===== src/rtl/pipe_stage_hs_pkg.sv =====
// Shared definitions for the handshaked pipeline stage register: skid-mode
// state encoding and the decode of which entry register loads each cycle.
package pipe_stage_hs_pkg;

    localparam logic [1:0] ST_EMPTY = 2'd0;
    localparam logic [1:0] ST_ONE   = 2'd1;
    localparam logic [1:0] ST_TWO   = 2'd2;

    typedef enum logic [1:0] {
        LOAD_NONE      = 2'd0,
        LOAD_MAIN_IN   = 2'd1,
        LOAD_SKID_IN   = 2'd2,
        LOAD_MAIN_SKID = 2'd3
    } load_sel_t;

    function automatic logic [1:0] skid_next_state(
        input logic [1:0] state,
        input logic       accept,
        input logic       out_fire
    );
        logic [1:0] nxt;
        nxt = state;
        case (state)
            ST_EMPTY: if (accept) nxt = ST_ONE;
            ST_ONE: begin
                if (accept && !out_fire)
                    nxt = ST_TWO;
                else if (out_fire && !accept)
                    nxt = ST_EMPTY;
            end
            ST_TWO:   if (out_fire) nxt = ST_ONE;
            default:  nxt = ST_EMPTY;
        endcase
        return nxt;
    endfunction

    // Simultaneous accept and drain while holding one entry refills main
    // directly, so the skid slot is only used when downstream is stalled.
    function automatic load_sel_t skid_load_sel(
        input logic [1:0] state,
        input logic       accept,
        input logic       out_fire
    );
        load_sel_t sel;
        sel = LOAD_NONE;
        case (state)
            ST_EMPTY: if (accept) sel = LOAD_MAIN_IN;
            ST_ONE: begin
                if (accept)
                    sel = out_fire ? LOAD_MAIN_IN : LOAD_SKID_IN;
            end
            ST_TWO:   if (out_fire) sel = LOAD_MAIN_SKID;
            default:  sel = LOAD_NONE;
        endcase
        return sel;
    endfunction

endpackage


===== src/rtl/pipe_sat_counter.sv =====
// Saturating up-counter with synchronous clear; clear wins over increment.
module pipe_sat_counter #(
    parameter int unsigned CNT_W = 16
) (
    input  logic             clk,
    input  logic             rst,
    input  logic             inc,
    input  logic             clr,
    output logic [CNT_W-1:0] count
);

    logic [CNT_W-1:0] count_reg;

    always_ff @(posedge clk) begin
        if (rst || clr)
            count_reg <= '0;
        else if (inc && (count_reg != '1))
            count_reg <= count_reg + CNT_W'(1);
    end

    assign count = count_reg;

endmodule


===== src/rtl/pipe_stage_hs.sv =====
// Valid/ready inter-stage register with optional two-entry skid buffer,
// synchronous flush, bubble (NOP) insertion and a saturating stall counter.
module pipe_stage_hs
    import pipe_stage_hs_pkg::*;
#(
    parameter int unsigned DATA_W = 32,
    parameter int unsigned CTRL_W = 12,
    parameter int unsigned SKID   = 1,
    parameter int unsigned CNT_W  = 16
) (
    input  logic              clk,
    input  logic              rst,
    input  logic              in_valid,
    output logic              in_ready,
    input  logic [DATA_W-1:0] in_data,
    input  logic [CTRL_W-1:0] in_ctrl,
    input  logic              in_bubble,
    input  logic              flush,
    output logic              out_valid,
    input  logic              out_ready,
    output logic [DATA_W-1:0] out_data,
    output logic [CTRL_W-1:0] out_ctrl,
    output logic [CNT_W-1:0]  stall_cnt,
    input  logic              clr_cnt
);

    logic              accept;
    logic              out_fire;
    logic [CTRL_W-1:0] in_ctrl_eff;

    assign accept      = in_valid && in_ready;
    assign out_fire    = out_valid && out_ready;
    assign in_ctrl_eff = in_bubble ? '0 : in_ctrl;

    generate
        if (SKID == 0) begin : g_single
            logic              valid_reg;
            logic [DATA_W-1:0] data_reg;
            logic [CTRL_W-1:0] ctrl_reg;

            always_ff @(posedge clk) begin
                if (rst) begin
                    valid_reg <= 1'b0;
                    data_reg  <= '0;
                    ctrl_reg  <= '0;
                end else if (flush) begin
                    valid_reg <= 1'b0;
                    ctrl_reg  <= '0;
                end else if (accept) begin
                    valid_reg <= 1'b1;
                    data_reg  <= in_data;
                    ctrl_reg  <= in_ctrl_eff;
                end else if (out_fire) begin
                    valid_reg <= 1'b0;
                end
            end

            assign in_ready  = !rst && (!valid_reg || out_ready);
            assign out_valid = valid_reg;
            assign out_data  = data_reg;
            assign out_ctrl  = ctrl_reg;
        end else begin : g_skid
            logic [1:0]        state_reg;
            logic [1:0]        state_next;
            logic              ready_reg;
            load_sel_t         load_sel;
            logic [DATA_W-1:0] main_data_reg;
            logic [CTRL_W-1:0] main_ctrl_reg;
            logic [DATA_W-1:0] skid_data_reg;
            logic [CTRL_W-1:0] skid_ctrl_reg;

            assign state_next = skid_next_state(state_reg, accept, out_fire);
            assign load_sel   = skid_load_sel(state_reg, accept, out_fire);

            // ready_reg mirrors "next state is not TWO" so in_ready never
            // depends combinationally on out_ready.
            always_ff @(posedge clk) begin
                if (rst) begin
                    state_reg     <= ST_EMPTY;
                    ready_reg     <= 1'b1;
                    main_data_reg <= '0;
                    main_ctrl_reg <= '0;
                    skid_data_reg <= '0;
                    skid_ctrl_reg <= '0;
                end else if (flush) begin
                    state_reg     <= ST_EMPTY;
                    ready_reg     <= 1'b1;
                    main_ctrl_reg <= '0;
                end else begin
                    state_reg <= state_next;
                    ready_reg <= (state_next != ST_TWO);
                    case (load_sel)
                        LOAD_MAIN_IN: begin
                            main_data_reg <= in_data;
                            main_ctrl_reg <= in_ctrl_eff;
                        end
                        LOAD_SKID_IN: begin
                            skid_data_reg <= in_data;
                            skid_ctrl_reg <= in_ctrl_eff;
                        end
                        LOAD_MAIN_SKID: begin
                            main_data_reg <= skid_data_reg;
                            main_ctrl_reg <= skid_ctrl_reg;
                        end
                        default: ;
                    endcase
                end
            end

            assign in_ready  = ready_reg && !rst;
            assign out_valid = (state_reg != ST_EMPTY);
            assign out_data  = main_data_reg;
            assign out_ctrl  = main_ctrl_reg;
        end
    endgenerate

    pipe_sat_counter #(
        .CNT_W(CNT_W)
    ) u_stall_cnt (
        .clk  (clk),
        .rst  (rst),
        .inc  (out_valid && !out_ready),
        .clr  (clr_cnt),
        .count(stall_cnt)
    );

endmodule


===== config.mk =====
export PLATFORM = sky130hd
export DESIGN_NAME = pipe_stage_hs
export DESIGN_NICKNAME = d
export VERILOG_FILES = /design/src/rtl/pipe_stage_hs_pkg.sv /design/src/rtl/pipe_sat_counter.sv /design/src/rtl/pipe_stage_hs.sv
export SDC_FILE = /design/constraint.sdc
export NUM_CORES = 1
export LEC_CHECK = 0
export ABC_CLOCK_PERIOD_IN_PS = 1900
export CORE_ASPECT_RATIO = 2
export CORE_MARGIN = 1
export CORE_UTILIZATION = 45
export DETAILED_ROUTE_END_ITERATION = 10
export GPL_TIMING_DRIVEN = 1
export PLACE_DENSITY = 0.74
export SLEW_MARGIN = 40
export SYNTH_ARGS = -nofsm -noshare
export SYNTH_HDL_FRONTEND = slang
export SYNTH_SLANG_ARGS = --single-unit

===== constraint.sdc =====
create_clock -name clk -period 1.9 [get_ports clk]
set_input_delay 0.57 -clock clk [delete_from_list [all_inputs] [get_ports clk]]
set_output_delay 0.57 -clock clk [all_outputs]
set_load 0.005 [all_outputs]

==> impl_metrics.csv <==
group,metric,value,unit
setup_path,timing.critical_path.from_type,"flop",
timing,finalSetupTns,0,ns
hold_path,min_path_cells,2,
timing,maxSlewHeadroom,0.703,
hold_path,hp-start,"g_skid.skid_data_reg[19]",
routing,routed_wl,12.9,mm
routing,drtIter0Drc,233,
synthesis,seq_area_frac_synth,0.467,
timing,setup_viol,0,
timing,finalWorstSetupSlack,0.0477,ns
finish,fin_nets,705,
job,maxCapViolCount,0,
synthesis,synth_ff_type,"dfxtp_1",
clock_tree,clkLatencyLatePin,0.34,ns
power,pwr_density_cell,748,mW/mm²
clock_tree,cts-root-buf,"clkbuf_16",
power,pwr-share-clk,0.425,
routing,drt_pass1_iterations,5,
die,start_util,0.467,
timing,clock_skew,0.00358,ns
timing,slew_violations,0,
die,die_y,145,µm
synthesis,synthArstFlopShare,0,
synthesis,yosys_register_bits,107,
clock_tree,cts_buffers,9,
grt,grt_pass1_wl,20.3,mm
timing,fmax,540,MHz
synthesis,synth_top_area_frac,0.467,
clock_tree,max-clock-path-buffers,2,
setup_path,critical_path_class,"reg2out",
hold_path,min_path_type,"reg2reg",
setup_path,rr_worst_depth,5,
clock_tree,postCtsHoldBufs,0,
finish,nFillCells,822,
synthesis,syn_inst,523,
power,p_total,4960,µW
finish,drive_above_1_share,0.153,
finish,insertedDiodeCount,0,
power,power_frac_seq,0.469,
synthesis,synth_warnings,0,
grt,grt_pass1_vias,4331,
routing,vias,4437,
placement,gp_congestion,0.824,
power,sw_frac_of_total,0.216,
die,die-area,0.0106,mm²
power,ir_drop,536,µV
routing,via_per_inst,5.62,
die,pin_count,113,
setup_path,cp.required,1.33,ns
synthesis,synthTopCellsByArea,"dfxtp_1 (47%), mux2i_1 (10%), a21oi_1 (9.6%), nand2_1 (7.9%), a311oi_1 (6.1%)",
timing,period_share,0.975,
setup_path,crit_path_end_kind,"primary output",
synthesis,syn-mean-instance-area,8.78,µm²
outcome,status,"complete, no violations",
grt,grt_usage,0.247,
die,die-width,73.4,µm
synthesis,synth_edf_count,0,
timing,hold_violations,0,
setup_path,rrSetupSlack,0.10,ns
routing,route.detailed.drc,0,
timing,worstMarginPinSlew,0.445,ns
routing,wl_per_cell,16.3,µm
finish,areaGrowthSynthToFinish,44.4,%
clock_tree,htree_levels,3,
clock_tree,cts_tree,"built",
placement,place.port_buffers,112,
timing,layout_min_cycle_time,1.85,ns
grt,antenna_found_initial,0,
die,coreArea,0.00983,mm²
synthesis,ys_types,40,
synthesis,syn-cell-area,0.00459,mm²
finish,layout_commonest_cell,"clkdlybuf4s50_1",
power,p_switching,1070,µW
grt,grt_overflow,0,
setup_path,crit_fanout,7,
routing,drtAntennaViolNets,0,
placement,post-place-ws,-0.509,ns
setup_path,rr_endpoint,"u_stall_cnt.count[2]",
setup_path,critPathArrivalTime,1.28,ns
die,rows,51,
synthesis,syn_nets,575,
timing,rsz0062_at_grt,"no",
finish,most-common-layout-cells,"clkdlybuf4s50_1 (100), nand2_1 (97), dfxtp_1 (92), a21oi_1 (87), mux2i_1 (46)",
clock_tree,clk_pin_slew,0.07,ns
setup_path,r2r_start,"u_stall_cnt.count[0]",
power,p_int,3890,µW
grt,grt_max_degree,43,
finish,utilization,0.674,
finish,multiInputGateArea,0.00232,mm²
finish,seq_area,0.00216,mm²
timing,holdWs,0.454,ns
power,leakagePower,0.00270,µW
synthesis,synth_area_leader_cell,"dfxtp_1",
placement,hpwl,8.93,mm
power,p_comb_frac,0.107,
clock_tree,clock-sinks,107,
hold_path,holdPathEnd,"g_skid.skid_data_reg[19]",
-- critical path, stage by stage (launching register included) --
cell	delay, ns
dfxtp_2	0.36
or2_2	0.31
dlygate4sd2_1	0.27
-- power by group through the flow --
stage	clock network (µW)	registers (µW)	logic, µW
6_report	2110	2320	529
5_1_grt	2210	2330	570
4_1_cts	2130	2320	532
3_5_place_dp	0	2370	515
3_3_place_gp	0	2370	504
2_1_floorplan	0	2370	208
-- timing repair --
item                       CTS  global route
setup endpoints to repair   53            17
resized for setup           14            19
cloned                       1             0
pin swaps                    4             1
buffers inserted             4             0
-- stage by stage --
stage	std cells	cell area [µm²]
after global routing	790	6630
final	790	6630
after detailed placement	769	6150
after floorplan	523	4610
after global placement	769	6150
after CTS	790	6580
-- kinds of logic (layout without fill, tap and decap cells) --
family          Yosys count  in the layout  synth area share
xor+xnor                  2              2           0.00382
simple gates            168            168             0.176
flops                   107            107             0.467
fa+ha+maj                 1              1           0.00273
mux                      46             46             0.100
buf+inv                  47            182            0.0423
compound gates          152            152             0.208
-- routing by layer --
layer	track usage	routed length, µm	vias to the layer above
met2	0.463	7120	150
met4	0.120	472	0
met1	0.259	4760	2100
li1	-	-	2148
met3	0.0374	523	39
met5	0	0	-
-- worst max-delay path by stage --
| stage | start | end | slack (ns) | cells past startpoint |
|---|---|---|---|---|
| finish | g_skid.state_reg[0] | out_valid | 0.05 | 2 |
| global route | u_stall_cnt.count[5] | stall_cnt[5] | 0.008 | 2 |
| CTS | rst | in_ready | 0.004 | 3 |
| detailed placement | out_ready | u_stall_cnt.count[13] | -0.51 | 5 |
| global placement | out_ready | u_stall_cnt.count[13] | -0.48 | 5 |
| floorplan | out_ready | u_stall_cnt.count[13] | -0.03 | 4 |
-- synth_stat cells, types with 2 or more instances --
cell type	instances
a21oi_1	88
nand3b_1	2
dfxtp_1	107
a311oi_1	32
nand2_1	97
a211oi_1	12
o21ai_0	5
clkbuf_1	30
o31ai_1	7
or4_1	8
nand4_1	6
or3_1	7
mux2i_1	46
nor2b_1	14
or2_2	4
nand3_1	5
buf_2	14
nor4_1	2
nor2_1	16
-- area by class of cell --
| class | count | area share |
|---|---|---|
| multi-input cells | 369 | 0.350 |
| flip-flops and latches | 107 | 0.326 |
| repair buffers | 164 | 0.245 |
| clock buffers | 13 | 0.0423 |
| well taps | 132 | 0.0249 |
| clock inverters | 3 | 0.0102 |
| inverters | 2 | 0.00113 |
Power figures use the tool's default switching activity.
